--- src/rtl/sigmoid_tanh_pipe.sv ---
// -----------------------------------------------------------------------------
// sigmoid_tanh_pipe
//
// Three-stage fixed-point approximation of sigmoid(x) or tanh(x), chosen per
// sample by `mode`. Both functions share one piecewise-quadratic core:
//
//   S1  a = |x| (most-negative input clamps to the largest positive value)
//       t = a/4 (sigmoid) or a/2 (tanh)
//       d = 1 - t, clamped to 0 once t reaches 1.0          (UQ1.F)
//   S2  sq = d*d, exact                                     (UQ2.2F)
//   S3  sigmoid: r = 1 - sq/2  (x >= 0)   or  sq/2          (x < 0)
//       tanh:    r = 1 - sq    (x >= 0)   or  sq - 1        (x < 0)
//       y = r >>> (2F-OF), floor rounding                   (Q1.OF)
//
// Parameters
//   W   input width, signed two's complement (6..16)
//   F   input fractional bits (2 <= F <= W-3)
//   OF  output fractional bits (OF <= 2F)
//
// Ports
//   clk        rising-edge clock
//   rst        asynchronous active-high reset
//   x          input sample, Q(W-F).F
//   mode       0 = sigmoid, 1 = tanh; travels with its sample
//   in_valid   x/mode valid this cycle
//   in_ready   block accepts a sample this cycle
//   y          result, Q1.OF, OF+2 bits signed
//   out_valid  y is valid
//   out_ready  downstream accepts y this cycle
//
// Handshake: a sample is taken on a cycle with in_valid && in_ready, and a
// result leaves on a cycle with out_valid && out_ready. The whole pipeline
// moves as one unit: advance = !out_valid || out_ready. When advance is high
// every stage loads from its predecessor; when low every stage holds, so y and
// out_valid stay stable under backpressure. in_ready is advance itself
// (combinational from out_ready), which keeps full throughput with no skid.
// -----------------------------------------------------------------------------
module sigmoid_tanh_pipe #(
  parameter int W  = 8,
  parameter int F  = 4,
  parameter int OF = 8
) (
  input  logic          clk,
  input  logic          rst,
  input  logic [W-1:0]  x,
  input  logic          mode,
  input  logic          in_valid,
  output logic          in_ready,
  output logic [OF+1:0] y,
  output logic          out_valid,
  input  logic          out_ready
);

  // Width of |x| once the sign bit is gone.
  localparam int AW = W - 1;
  // Width of d = 1 - t, which spans 0..2^F inclusive.
  localparam int DW = F + 1;
  // Width of the exact square and of the signed combine result.
  localparam int SW = 2 * F + 2;
  // Alignment shift from the 2F-fraction combine result to the OF-fraction y.
  localparam int SH = 2 * F - OF;

  localparam logic [W-1:0]         X_MIN = {1'b1, {(W-1){1'b0}}};
  localparam logic [AW-1:0]        A_MAX = {AW{1'b1}};
  localparam logic [AW-1:0]        T_ONE = AW'(1) << F;
  localparam logic [DW-1:0]        D_ONE = DW'(1) << F;
  localparam logic signed [SW-1:0] R_ONE = SW'(1) << (2 * F);

  // ---------------------------------------------------------------------------
  // Pipeline registers
  // ---------------------------------------------------------------------------
  logic          v1_q, v1_d;
  logic          m1_q, m1_d;
  logic          s1_q, s1_d;
  logic [DW-1:0] d1_q, d1_d;

  logic          v2_q, v2_d;
  logic          m2_q, m2_d;
  logic          s2_q, s2_d;
  logic [SW-1:0] sq2_q, sq2_d;

  logic          v3_q, v3_d;
  logic [OF+1:0] y3_q, y3_d;

  logic advance;

  assign advance   = !v3_q || out_ready;
  assign in_ready  = advance;
  assign out_valid = v3_q;
  assign y         = y3_q;

  // ---------------------------------------------------------------------------
  // S1 datapath: magnitude, scale by mode, distance from the knee at t = 1.0
  // ---------------------------------------------------------------------------
  logic [AW-1:0] a_s1;
  logic [AW-1:0] t_s1;
  logic          sat_s1;
  logic [DW-1:0] d_s1;

  always_comb begin
    a_s1 = '0;
    if (!x[W-1]) begin
      a_s1 = x[AW-1:0];
    end else if (x == X_MIN) begin
      // -2^(W-1) has no positive twin; clamp so the magnitude fits in AW bits.
      a_s1 = A_MAX;
    end else begin
      a_s1 = AW'(-x);
    end

    t_s1   = mode ? (a_s1 >> 1) : (a_s1 >> 2);
    sat_s1 = (t_s1 >= T_ONE);
    // t < 2^F whenever not saturated, so its low DW bits carry the full value.
    d_s1   = sat_s1 ? '0 : (D_ONE - t_s1[DW-1:0]);
  end

  // ---------------------------------------------------------------------------
  // S2 datapath: exact square, d <= 2^F so sq <= 2^(2F)
  // ---------------------------------------------------------------------------
  logic [SW-1:0] sq_s2;

  always_comb begin
    sq_s2 = SW'(d1_q) * SW'(d1_q);
  end

  // ---------------------------------------------------------------------------
  // S3 datapath: fold by sign, rescale to OF fraction bits
  // ---------------------------------------------------------------------------
  logic signed [SW-1:0] sq_sgn_s3;
  logic signed [SW-1:0] half_s3;
  logic signed [SW-1:0] r_s3;
  logic [OF+1:0]        y_s3;

  always_comb begin
    // sq never exceeds 2^(2F), so its top bit is clear and it reads as positive.
    sq_sgn_s3 = $signed(sq2_q);
    half_s3   = sq_sgn_s3 >>> 1;
    r_s3      = '0;
    if (!m2_q) begin
      r_s3 = s2_q ? half_s3 : (R_ONE - half_s3);
    end else begin
      r_s3 = s2_q ? (sq_sgn_s3 - R_ONE) : (R_ONE - sq_sgn_s3);
    end
    // |r| <= 2^(2F), so after the shift |y| <= 2^OF and OF+2 bits suffice.
    y_s3 = (OF+2)'(r_s3 >>> SH);
  end

  // ---------------------------------------------------------------------------
  // Next-state: all stages load together on advance, otherwise hold
  // ---------------------------------------------------------------------------
  always_comb begin
    v1_d  = v1_q;
    m1_d  = m1_q;
    s1_d  = s1_q;
    d1_d  = d1_q;
    v2_d  = v2_q;
    m2_d  = m2_q;
    s2_d  = s2_q;
    sq2_d = sq2_q;
    v3_d  = v3_q;
    y3_d  = y3_q;
    if (advance) begin
      v1_d  = in_valid;
      m1_d  = mode;
      s1_d  = x[W-1];   // zero counts as non-negative
      d1_d  = d_s1;
      v2_d  = v1_q;
      m2_d  = m1_q;
      s2_d  = s1_q;
      sq2_d = sq_s2;
      v3_d  = v2_q;
      y3_d  = y_s3;
    end
  end

  always_ff @(posedge clk or posedge rst) begin
    if (rst) begin
      v1_q  <= 1'b0;
      m1_q  <= 1'b0;
      s1_q  <= 1'b0;
      d1_q  <= '0;
      v2_q  <= 1'b0;
      m2_q  <= 1'b0;
      s2_q  <= 1'b0;
      sq2_q <= '0;
      v3_q  <= 1'b0;
      y3_q  <= '0;
    end else begin
      v1_q  <= v1_d;
      m1_q  <= m1_d;
      s1_q  <= s1_d;
      d1_q  <= d1_d;
      v2_q  <= v2_d;
      m2_q  <= m2_d;
      s2_q  <= s2_d;
      sq2_q <= sq2_d;
      v3_q  <= v3_d;
      y3_q  <= y3_d;
    end
  end

endmodule

--- config.mk ---
export PLATFORM = sky130hd
export DESIGN_NAME = sigmoid_tanh_pipe
export DESIGN_NICKNAME = d
export VERILOG_FILES = /design/src/rtl/sigmoid_tanh_pipe.sv
export SDC_FILE = /design/constraint.sdc
export NUM_CORES = 1
export LEC_CHECK = 0
export CORE_AREA = 5 5 71 73
export CTS_CLUSTER_SIZE = 40
export DETAILED_ROUTE_END_ITERATION = 8
export DIE_AREA = 0 0 76 78
export GPL_ROUTABILITY_DRIVEN = 0
export HOLD_SLACK_MARGIN = 0.15
export MAX_ROUTING_LAYER = met4
export PLACE_DENSITY_LB_ADDON = 0.1
export REMOVE_ABC_BUFFERS = 1
export SETUP_SLACK_MARGIN = 0.3
export SLEW_MARGIN = 40
export SYNTH_ARGS = -nofsm -noshare
export SYNTH_HDL_FRONTEND = slang
export SYNTH_SLANG_ARGS = --single-unit
--- constraint.sdc ---
create_clock -name clk -period 3.51 [get_ports clk]
set_input_delay 0.8775 -clock clk [delete_from_list [all_inputs] [get_ports clk]]
set_output_delay 0.8775 -clock clk [all_outputs]
set_load 0.01 [all_outputs]
# Word-level counts from Yosys, hierarchy flattened
# Index checks and enable logic that the tools add are counted.
totals:
  ff_bits: 32
  out_inout_bits: 12
  word_cells: 27
  in_bits: 13
classes:
  mux: 7
  mul: 1
  magnitude_cmp: 1
  eq_ne: 1
  n_addsub: 5
  reduce_logical: 2
ops:
  columns: ["operator", "count"]
  rows:
  - ["$mux W10", 3]
  - ["$mux W7", 2]
  - ["$mul A5 B5 Y10", 1]
  - ["$sub A10 B10 Y10 const A", 1]
  - ["$sub A10 B10 Y10 const B", 1]
  - ["$sub A10 B9 Y10 const A", 1]
  - ["$eq A8 B8 Y1 const B", 1]
  - ["$neg A7 Y7", 1]
  - ["$ge A6 B5 Y1 const B", 1]
  - ["$mux W6", 1]
  - ["$mux W5", 1]
  - ["$sub A5 B5 Y5 const A", 1]
  - ["$logic_not A1 Y1", 1]
  - ["$logic_or A1 B1 Y1", 1]

# Longest topological paths before layout
# Gate-level depths: netlist of run 1.
logic_depth:
  ltp_word: 6
  mapped_depth: 13
  ltp_nobuf: 12

# Worst setup path before layout of run 1
# No wires, ideal clock.
synth_timing:
  kind: "reg2reg"
  start: "register d1_q[1]"
  end: "register sq2_q[8]"
  setup_slack_ns: 0.299
  setup_time_ns: 0.133
  arrival_ns: 3.078
  path_buffers: 1
  required_ns: 3.377
  period_less_slack_ns: 3.211
  path_stages_with_launch: 14
  path_cell_list: "dfrtp_1 -> clkbuf_1 -> nand2_1 -> fa_1 -> fa_1 -> inv_1 -> ha_1 -> a31o_2 -> ha_1 -> a21oi_1 -> o21bai_1 -> a21oi_1 -> xor2_1 -> o21ai_0"
synth_via:
  elab_chain_len: 1
synth_lines:
  columns: ["item", "line_no", "source"]
  rows:
  - ["start, declared", "75", "logic [DW-1:0] d1_q, d1_d;"]
  - ["start signal, assigned", "181", "d1_q <= '0;"]
  - ["start signal, assigned", "192", "d1_q <= d1_d;"]
  - ["$mul A5 B5 Y10", "123", "sq_s2 = SW'(d1_q) * SW'(d1_q);"]
  - ["end signal, assigned", "196", "sq2_q <= sq2_d;"]
  - ["end, declared", "80", "logic [SW-1:0] sq2_q, sq2_d;"]
# Every way passes these cells.
# A chain may end at the register's enable or synchronous reset.

# Worst setup path in the final report of run 1
layout_timing:
  start: "register d1_q[1]"
  end: "register sq2_q[9]"
# Same word-level chain as after synthesis.

==> results, run 1 <==
- Input and output buffers added on the ports amount to 24.
- Net switching is 37.8% of the power.
- The post-route minimum period is 3.08 ns.
- Pin placement for this block handled 25 I/O pins.
- The sum of overflow across all layers after global routing is 0.
- The critical path goes through nand2_4 > fa_1 > fa_1 > inv_1 > ha_1 > a31o_2 > ha_4 > inv_2 > o21ai_2 > o2111ai_2 > and3_1 > o31ai_1.
- The total of endpoints with negative setup slack in the final report is 0.
- The critical path data arrival time is 3.27 ns.
- The first-pass iteration count of the detailed router is 4.
- The worst register-to-register path begins at d1_q[1].
- Max-cap violations in this run came to 0.
- The floorplan die area is 0.00593 mm^2.
- By instance count, the leading cell after synthesis is sky130_fd_sc_hd__nand2_1.
- The number of core rows is 24.
- The TritonCTS clock tree is done.
- The fill cell instance count of the final layout is 397.
- The top flip-flop cell by instance count after synthesis is sky130_fd_sc_hd__dfrtp_1.
- The worst setup slack after layout is 0.428 ns.
- The mean post-synth cell area is 8.26 um^2.
- The total count of hold-check failures in the final report came to 0.
- The number of cells on the worst reg-to-reg path is 12.
- Summed over all nets, the half-perimeter wirelength after detailed placement is 3230 um.
- STA classifies the critical path endpoint as a flop.
- The relative max-transition margin is 64.5%.
- After layout, the design draws a total of 1.50 mW.
- The share of total power dissipated in combinational logic is 44.0%.
- Summing the areas of all and, or, nand and nor instances in the mapped netlist gives 22.9% of the synthesized area.
- The total of flip-flops plus latches after synthesis is 31.
- In the synthesized netlist, the number of instances is 277.
- The fraction of the core area covered by cells at the end of the flow is 64.2%.
- Counting flops with an async set or reset pin after synthesis yields a share of 100%.
- In this run the cell area of the synthesized design comes to 0.00229 mm^2.
- By count the netlist is led by 49 x sky130_fd_sc_hd__nand2_1, 31 x sky130_fd_sc_hd__dfrtp_1, 28 x sky130_fd_sc_hd__o21ai_0, 19 x sky130_fd_sc_hd__a21oi_1, 19 x sky130_fd_sc_hd__nor2_1.
- The H-tree was split into 2 levels.
- Of the total power, registers draw 37.7%.
- The total CTS buffers is 5.
- By area, the combinational part of the netlist is dominated by simple AND/OR/NAND/NOR gates.
- The capture point of the worst path is sq2_q[9].
- VDD sags by at most 0.184 mV.
- The count of unique library cells instantiated by Yosys is 43.
- The post-layout net count is 338.
- Setup repair after global routing left no endpoint under its margin.
- The worst setup path is launched from a flop.
- The total global-route track usage is 16.6%.
- For this run, the number of Yosys warnings is 0.
- The analysis attributes to cell leakage a power of 1.29 nW.
- After detailed routing, the number of vias per cell comes to 5.24.
- The via count of the first global-routing pass is 1784.
- After floorplanning, the core was sized to cover 0.00429 mm^2.
- The worst min-delay path category is flop to flop.
- The share of total power dissipated in the clock network is 18.3%.
- The floorplan step set the die width to 76 um.
- The first-pass GRT wire length is 8070 um.
- The buffer type at the clock tree root is sky130_fd_sc_hd__clkbuf_8.
- On the final layout, the worst clock skew is 0.00849 ns.
- The final critical path takes up 87.8% of the cycle.
- The number of antenna violations at the first check in global routing is 0.
- The top cell type's share of synthesized area is 33.9%.
- The number of antenna repair diodes is 0.
- STA puts the critical path data required time at 3.70 ns.
- Yosys attributes the largest share of cell area to sky130_fd_sc_hd__dfrtp_1 34%, sky130_fd_sc_hd__ha_1 8.2%, sky130_fd_sc_hd__nand2_1 8.0%.
- Before CTS, the worst setup slack after placement is 0.232 ns.
- After detailed routing, the number of remaining DRC violations is 0.
- The capturing point of the worst reg2reg path is sq2_q[9].
- In this run the power density over the cells is 544 mW/mm^2.
- The start-to-end type of the worst setup path is flop to flop.
- Clock-pin slew was measured on the worst setup and hold paths at 0.07 ns.
- In this run the cell area measured after placement is 0.00260 mm^2.
- The sum of negative setup slack is 0 ns.
- The starting density of the core is 53.3%.
- Clock tree synthesis found a total of 31 sinks.
- The cell that appears most often on the critical path is sky130_fd_sc_hd__fa_1.
- The share of the yosys chip area belonging to registers is 33.9%.
- Counting buffers and inverters, the worst setup path is 12 cells deep.
- Counting both buffers and inverters, the worst setup path holds a total of 2.
- The area growth from synthesis to final layout is 20.6%.
- Of the cells placed in the final design, the portion with a size suffix greater than 1 is 11.7%.
- The synthesized-area fraction occupied by adder cells is 10.8%.
- The number of nets with antenna violations after detailed routing is 0.
- The share of the synthesized area in compound gates (AO/OA/AOI/OAI) is 17.0%.
- The most critical setup path has its startpoint at d1_q[1].
- Cell internal power was estimated by the tool at 0.933 mW.
- The routed length per instance is 12.3 um.
- The pin slew with the least headroom to its limit is 0.533 ns.
- The floorplan step set the die height to 78 um.
- In this design, the stage delay of the slowest critical-path cell is 0.51 ns.
- Entering global routing, the biggest net connects 34 pins.
- The library cell occupying the most area in the post-synthesis netlist is sky130_fd_sc_hd__dfrtp_1.
- In this run the worst path has a maximum fanout of 3.
- Broken down by cell family, the worst path's largest delay share belongs to adder cells.
- After Yosys synthesis, XOR and XNOR cells account for 8.04% of the synthesized area.
- The setup check on the worst reg-to-reg path leaves a slack of 0.43 ns.
- In the synthesized netlist, mux cells make up 2.30% of the area.
- Across all layers, the routed design uses 1888 vias.
- For this design, the slowest cell found on the critical path is sky130_fd_sc_hd__fa_1.
- Yosys mapped a number of flops with a built-in enable equal to 0.
- The analysis attributes to net switching a power of 0.566 mW.
- The number of max-slew violations in the final report is 0.
- The later pin in the worst-skew pair is clocked with a latency of 0.29 ns.
- The flow ran to the end, and the final reports show no timing, DRC or antenna violations.
- The finished cells cover 0.00276 mm^2.
- In this run, the number of DRC markers left after iteration 0 of detailed routing was 116.
- The clock passes through at most 2 buffers.
- Static timing analysis puts the maximum clock frequency at 324 MHz.
- The wire length after detailed routing is 4440 um.
[state kept, by name, summed over array words and instances, names as in the netlist]
| signal | count |
|---|---|
| m2_q | 1 |
| v2_q | 1 |
| y | 10 |
| v1_q | 1 |
| s1_q | 1 |
| sq2_q | 9 |
| s2_q | 1 |
| d1_q | 5 |
| out_valid | 1 |
| m1_q | 1 |
[cells by family after synthesis]
logic type / Yosys count
AOI/OAI and AO/OA: 65
adders and majority gates: 18
and+or+nand+nor: 107
buffers and inverters: 31
DFF: 31
xor gates and xnor gates: 21
muxes: 4
[worst register-to-register path, cell delays in order, from the launching register on]
cell	delay, ns
sky130_fd_sc_hd__dfrtp_1	0.39
sky130_fd_sc_hd__nand2_4	0.07
sky130_fd_sc_hd__fa_1	0.47
sky130_fd_sc_hd__fa_1	0.51
sky130_fd_sc_hd__inv_1	0.04
sky130_fd_sc_hd__ha_1	0.28
sky130_fd_sc_hd__a31o_2	0.25
sky130_fd_sc_hd__ha_4	0.27
sky130_fd_sc_hd__inv_2	0.05
sky130_fd_sc_hd__o21ai_2	0.12
sky130_fd_sc_hd__o2111ai_2	0.13
sky130_fd_sc_hd__and3_1	0.18
sky130_fd_sc_hd__o31ai_1	0.21
[per-stage QoR]
step / hold WS [ns] / cells
after global routing: 0.477 / 360
after global placement: 0.443 / 347
final: 0.462 / 360
after floorplan: 0.430 / 263
after CTS: 0.465 / 358
after detailed placement: 0.451 / 347
[cell usage in the layout, fill, tap and decap left out, types with 2 or more instances in the layout]
cell type,count
sky130_fd_sc_hd__nand2_1,48
sky130_fd_sc_hd__dfrtp_1,29
sky130_fd_sc_hd__o21ai_0,27
sky130_fd_sc_hd__clkdlybuf4s50_1,24
sky130_fd_sc_hd__nor2_1,19
sky130_fd_sc_hd__a21oi_1,18
sky130_fd_sc_hd__inv_1,16
sky130_fd_sc_hd__ha_1,14
sky130_fd_sc_hd__xnor2_1,13
sky130_fd_sc_hd__buf_4,13
sky130_fd_sc_hd__xor2_1,8
sky130_fd_sc_hd__and2_1,7
sky130_fd_sc_hd__nand3_1,5
sky130_fd_sc_hd__clkbuf_8,5
sky130_fd_sc_hd__nor2b_1,4
sky130_fd_sc_hd__nor3_1,3
sky130_fd_sc_hd__mux2i_1,3
sky130_fd_sc_hd__and3_1,3
sky130_fd_sc_hd__fa_1,3
sky130_fd_sc_hd__a31oi_1,2
sky130_fd_sc_hd__a22o_1,2
sky130_fd_sc_hd__and2b_1,2
sky130_fd_sc_hd__o31ai_1,2
sky130_fd_sc_hd__nor4_2,2
sky130_fd_sc_hd__nand2b_1,2
sky130_fd_sc_hd__nor3b_1,2
sky130_fd_sc_hd__or3_1,2
sky130_fd_sc_hd__a31o_2,2
sky130_fd_sc_hd__o21bai_1,2
sky130_fd_sc_hd__clkbuf_1,2
sky130_fd_sc_hd__dfrtp_2,2
[how the worst min path moves through the flow]
stage,startpoint,endpoint,slack (ns),depth (start not counted)
6_report,v2_q,out_valid,0.46,1
5_1_grt,v2_q,out_valid,0.48,1
4_1_cts,v2_q,v2_q,0.47,2
3_5_place_dp,v2_q,v2_q,0.45,2
3_3_place_gp,v2_q,v2_q,0.44,2
2_1_floorplan,v2_q,v2_q,0.43,2
[cell type report]
cell class / count / area, um^2 / area share, %
clock inverter: 1 / 5.00 / 0.181
sequential: 31 / 778 / 28.2
inverter: 17 / 63.8 / 2.31
tap: 52 / 65.1 / 2.36
timing repair buffer: 37 / 338 / 12.3
clock buffer: 7 / 76.3 / 2.77
multi-input combinational: 215 / 1430 / 51.9
[routing by layer]
metal  part of all wire [%]  vias up  GRT usage (%)  wire length [um]
met1                     47      861           20.3              2110
met3                    3.8        6           3.70               169
met5                      0        -              -                 0
li1                       -      998              -                 -
met4                    1.6        0           4.80                70
met2                     47       23           27.6              2090
[timing repair]
action,CTS,global route
hold buffers,0,0
setup buffers,3,2
gates cloned,0,0
endpoints found under the setup margin,2,3
gates resized for setup,3,7
pin swaps,0,6
[power groups by stage]
stage / logic (mW) / registers [mW] / clock network [mW]
6_report: 0.659 / 0.565 / 0.275
5_1_grt: 0.750 / 0.586 / 0.302
4_1_cts: 0.662 / 0.566 / 0.280
3_5_place_dp: 0.648 / 0.576 / 0
3_3_place_gp: 0.640 / 0.573 / 0
2_1_floorplan: 0.388 / 0.587 / 0
(Power assumes the default switching activity.)
==> inputs of run 2 (changes only) <==
Settings changed: CELL_PAD_IN_SITES_DETAIL_PLACEMENT set to 1, CELL_PAD_IN_SITES_GLOBAL_PLACEMENT set to 2, CORE_AREA 5 5 71 73 to 5 5 89 91, DIE_AREA 0 0 76 78 to 0 0 94 96.
==> results, run 2 (synthesis gave the netlist of run 1 again) <==
- The run finished with clean final reports.
- The post-layout net count is 340.
- The remaining design rule violation count is 0.
- The number of antenna violations at the first check in global routing was 0.
- The count of nets left with antenna violations once routing finished came out at 0.
- The flip-flop and latch area is 777 um^2.
- The proportion of power drawn by the clock network is 23.1%.
- On the worst path, the slowest cell contributes a delay of 0.57 ns.
- The number of max-slew violations in the final report is 0.
- The cell depth of the worst hold path is 2.
- In this run the static leakage power is 1.31 nW.
- The first global-routing pass estimated 9450 um of wire.
- VDD sags by at most 0.240 mV.
- In this run, post-CTS hold repair placed 0 buffers.
- The number of core rows is 31.
- The sum of negative setup slack is 0 ns.
- After detailed routing, the average wire length per cell comes to 13.5 um.
- The number of placed instances, taps included, is 394.
- In this run the tightest slew margin relative to its limit is 61.8%.
- The dominant delay contributor by cell family on the critical path is adder cells.
- The count of buffering cells on the critical path with inverters included is 3.
- In the layout the commonest cells are 48 x sky130_fd_sc_hd__nand2_1, 30 x sky130_fd_sc_hd__dfrtp_1, 27 x sky130_fd_sc_hd__o21ai_0.
- The TritonCTS clock tree is done.
- Summing all multi-input logic gate instances after layout gives 0.00145 mm^2.
- At the pin with the least slew margin, the transition time is 0.574 ns.
- Entering global routing, the biggest net connects 34 pins.
- The sort of element at the start of the critical path is a flop.
- The signal on the critical path passes through nand2_2 > fa_1 > fa_1 > inv_1 > ha_4 > a31o_4 > ha_4 > inv_2 > o21ai_2 > o2111ai_2 > buf_4 > a21oi_1 > o31ai_1.
- The ratio of cells with drive above 1 in the final layout is 13.2%.
- The fill cell instance count of the final layout is 861.
- The starting density of the core is 32.4%.
- Summed over all nets, the switching power comes to 0.601 mW.
- The sum of overflow across all layers after global routing is 0.
- The first-pass iteration count of the detailed router is 4.
- The number of I/O pins is 25.
- In this run the deepest clock path goes through 2 buffers.
- The level count of the clock H-tree is 2.
- Setup repair after global routing left no endpoint under its margin.
- For this block, the via count after detailed routing is 1945.
- The setup clock skew after layout is 0.00629 ns.
- Global routing used 13.7% of the available tracks across all layers.
- The largest driver fanout on the critical path is 3.
- Counting I/O delays and the setup requirement, the final critical path takes 3.06 ns.
- Using the TritonRoute via totals, the vias-per-cell ratio works out to 4.76.
- Net switching is 36.8% of the power.
- The total count of hold-check failures in the final report came to 0.
- Setup violations remaining at the end of the flow were counted as 0.
- After clock tree synthesis, the clock-pin slew on the worst setup and hold paths is 0.07 ns.
- The most common cell after layout, fill and taps aside is sky130_fd_sc_hd__nand2_1.
- The wire-length estimate of the detail-placed layout is 4130 um.
- The number of antenna repair diodes is 0.
- The cell sitting at the root of the clock tree is a sky130_fd_sc_hd__clkbuf_8.
- The height of the die is 96 um.
- The tightest min-delay check is of the flop to flop type.
- At the worst endpoint, the required time is 3.67 ns.
- For this design, the sink count on the clock tree is 31.
- The die is 94 um wide.
- For the worst-skew pair, the clock arrives at the later sink with an insertion delay of 0.29 ns.
- The critical path is of the flop to flop type.
- Of the total power, combinational logic draws 42.0%.
- Counting buffers and inverters, the worst setup path is 13 cells deep.
- The tool flagged a number of max-cap violations equal to 0.
- Buffers placed on the I/O ports in this run total 24.
- The worst reg2reg path depth is 13.
- The number of flip-flops under the largest register name is 10.
- The highest clock rate is 327 MHz.
- The library cell contributing the largest single delay on the critical path is sky130_fd_sc_hd__fa_1.
- The area growth from synthesis to final layout is 26.0%.
- STA classifies the critical path endpoint as a flop.
- After detailed routing, the total wire length is 5530 um.
- Data on the critical path arrives at its endpoint at 3.22 ns.
- The floorplan step defined a core boundary enclosing 0.00706 mm^2.
- The first routing iteration left 51 violations.
- The via count of the first global-routing pass is 2006.
- The finished layout holds 409 standard cells, fillers aside.
- Cell internal power was estimated by the tool at 1.03 mW.
- Dividing the final minimum period by the clock period gives 87.2%.
- The part of the total power dissipated in sequential elements is 35.0%.
- Dividing total power by cell area gives a power density of 565 mW/mm^2.
- The floorplan step defined a die boundary enclosing 0.00902 mm^2.
- The total CTS buffers is 5.
## run 2: cell count changes in the layout (fill, tap and decap cells not counted), sizes merged
cell	change
clkbuf	-1
bufinv	+1
buf	+2
## run 2: stage by stage
step / total power, mW / hold slack (ns) / cell area [um^2] / util, % / worst slack, ns
after floorplan: 0.975 / 0.430 / 2230 / - / 0.0902
after global placement: 1.24 / 0.440 / 2660 / 37.7 / 0.224
after detailed placement: 1.25 / 0.453 / 2660 / 37.7 / 0.177
after global routing: 1.77 / 0.503 / 2880 / 40.8 / 0.282
after CTS: 1.65 / 0.471 / 2810 / 39.7 / 0.314
final: 1.63 / 0.463 / 2880 / 40.8 / 0.451
## run 2: timing repair
item	CTS	global route
buffers inserted	3	4
gates resized for setup	3	8
pin swaps	1	10
setup endpoints to repair	3	3
## run 2: area by class of cell
cell class | count | share of cell area (%)
multi-input combinational | 215 | 50.2
sequential | 31 | 27.0
timing repair buffer | 39 | 12.2
tap | 99 | 4.30
clock buffer | 6 | 2.86
inverter | 17 | 2.21
clock inverter | 2 | 1.22
## run 2: worst reg2reg max path, delay by kind of cell, from the launching register on
family | cells | cell delay (ns)
compound gates | 5 | 0.65
simple gates | 1 | 0.08
buf+inv | 3 | 0.27
flops | 1 | 0.36
fa+ha+maj | 4 | 1.57
## run 2: power groups by stage
| stage | sequential [mW] | clock, mW | combinational, mW |
|---|---|---|---|
| after floorplan | 0.587 | 0 | 0.388 |
| after global placement | 0.579 | 0 | 0.659 |
| after detailed placement | 0.584 | 0 | 0.669 |
| after CTS | 0.572 | 0.392 | 0.685 |
| after global routing | 0.592 | 0.408 | 0.767 |
| final | 0.570 | 0.376 | 0.684 |
## run 2: per-layer routing
metal / share of wire (%) / GRT usage [%]
met1: 48 / 16.4
met2: 49 / 23.3
met4: 0.78 / 4.33
met5: 0 / -
met3: 2.3 / 2.58
## run 2: final timing paths
| path | end | start | slack [ns] |
|---|---|---|---|
| max | sq2_q[9] | d1_q[1] | 0.45 |
| min | v2_q | v2_q | 0.46 |
| max reg2reg | sq2_q[9] | d1_q[1] | 0.45 |
| min reg2reg | v2_q | v2_q | 0.46 |
| max in group asynchronous | d1_q[3] | rst | 2.21 |
| min in group asynchronous | y[2] | rst | 0.98 |
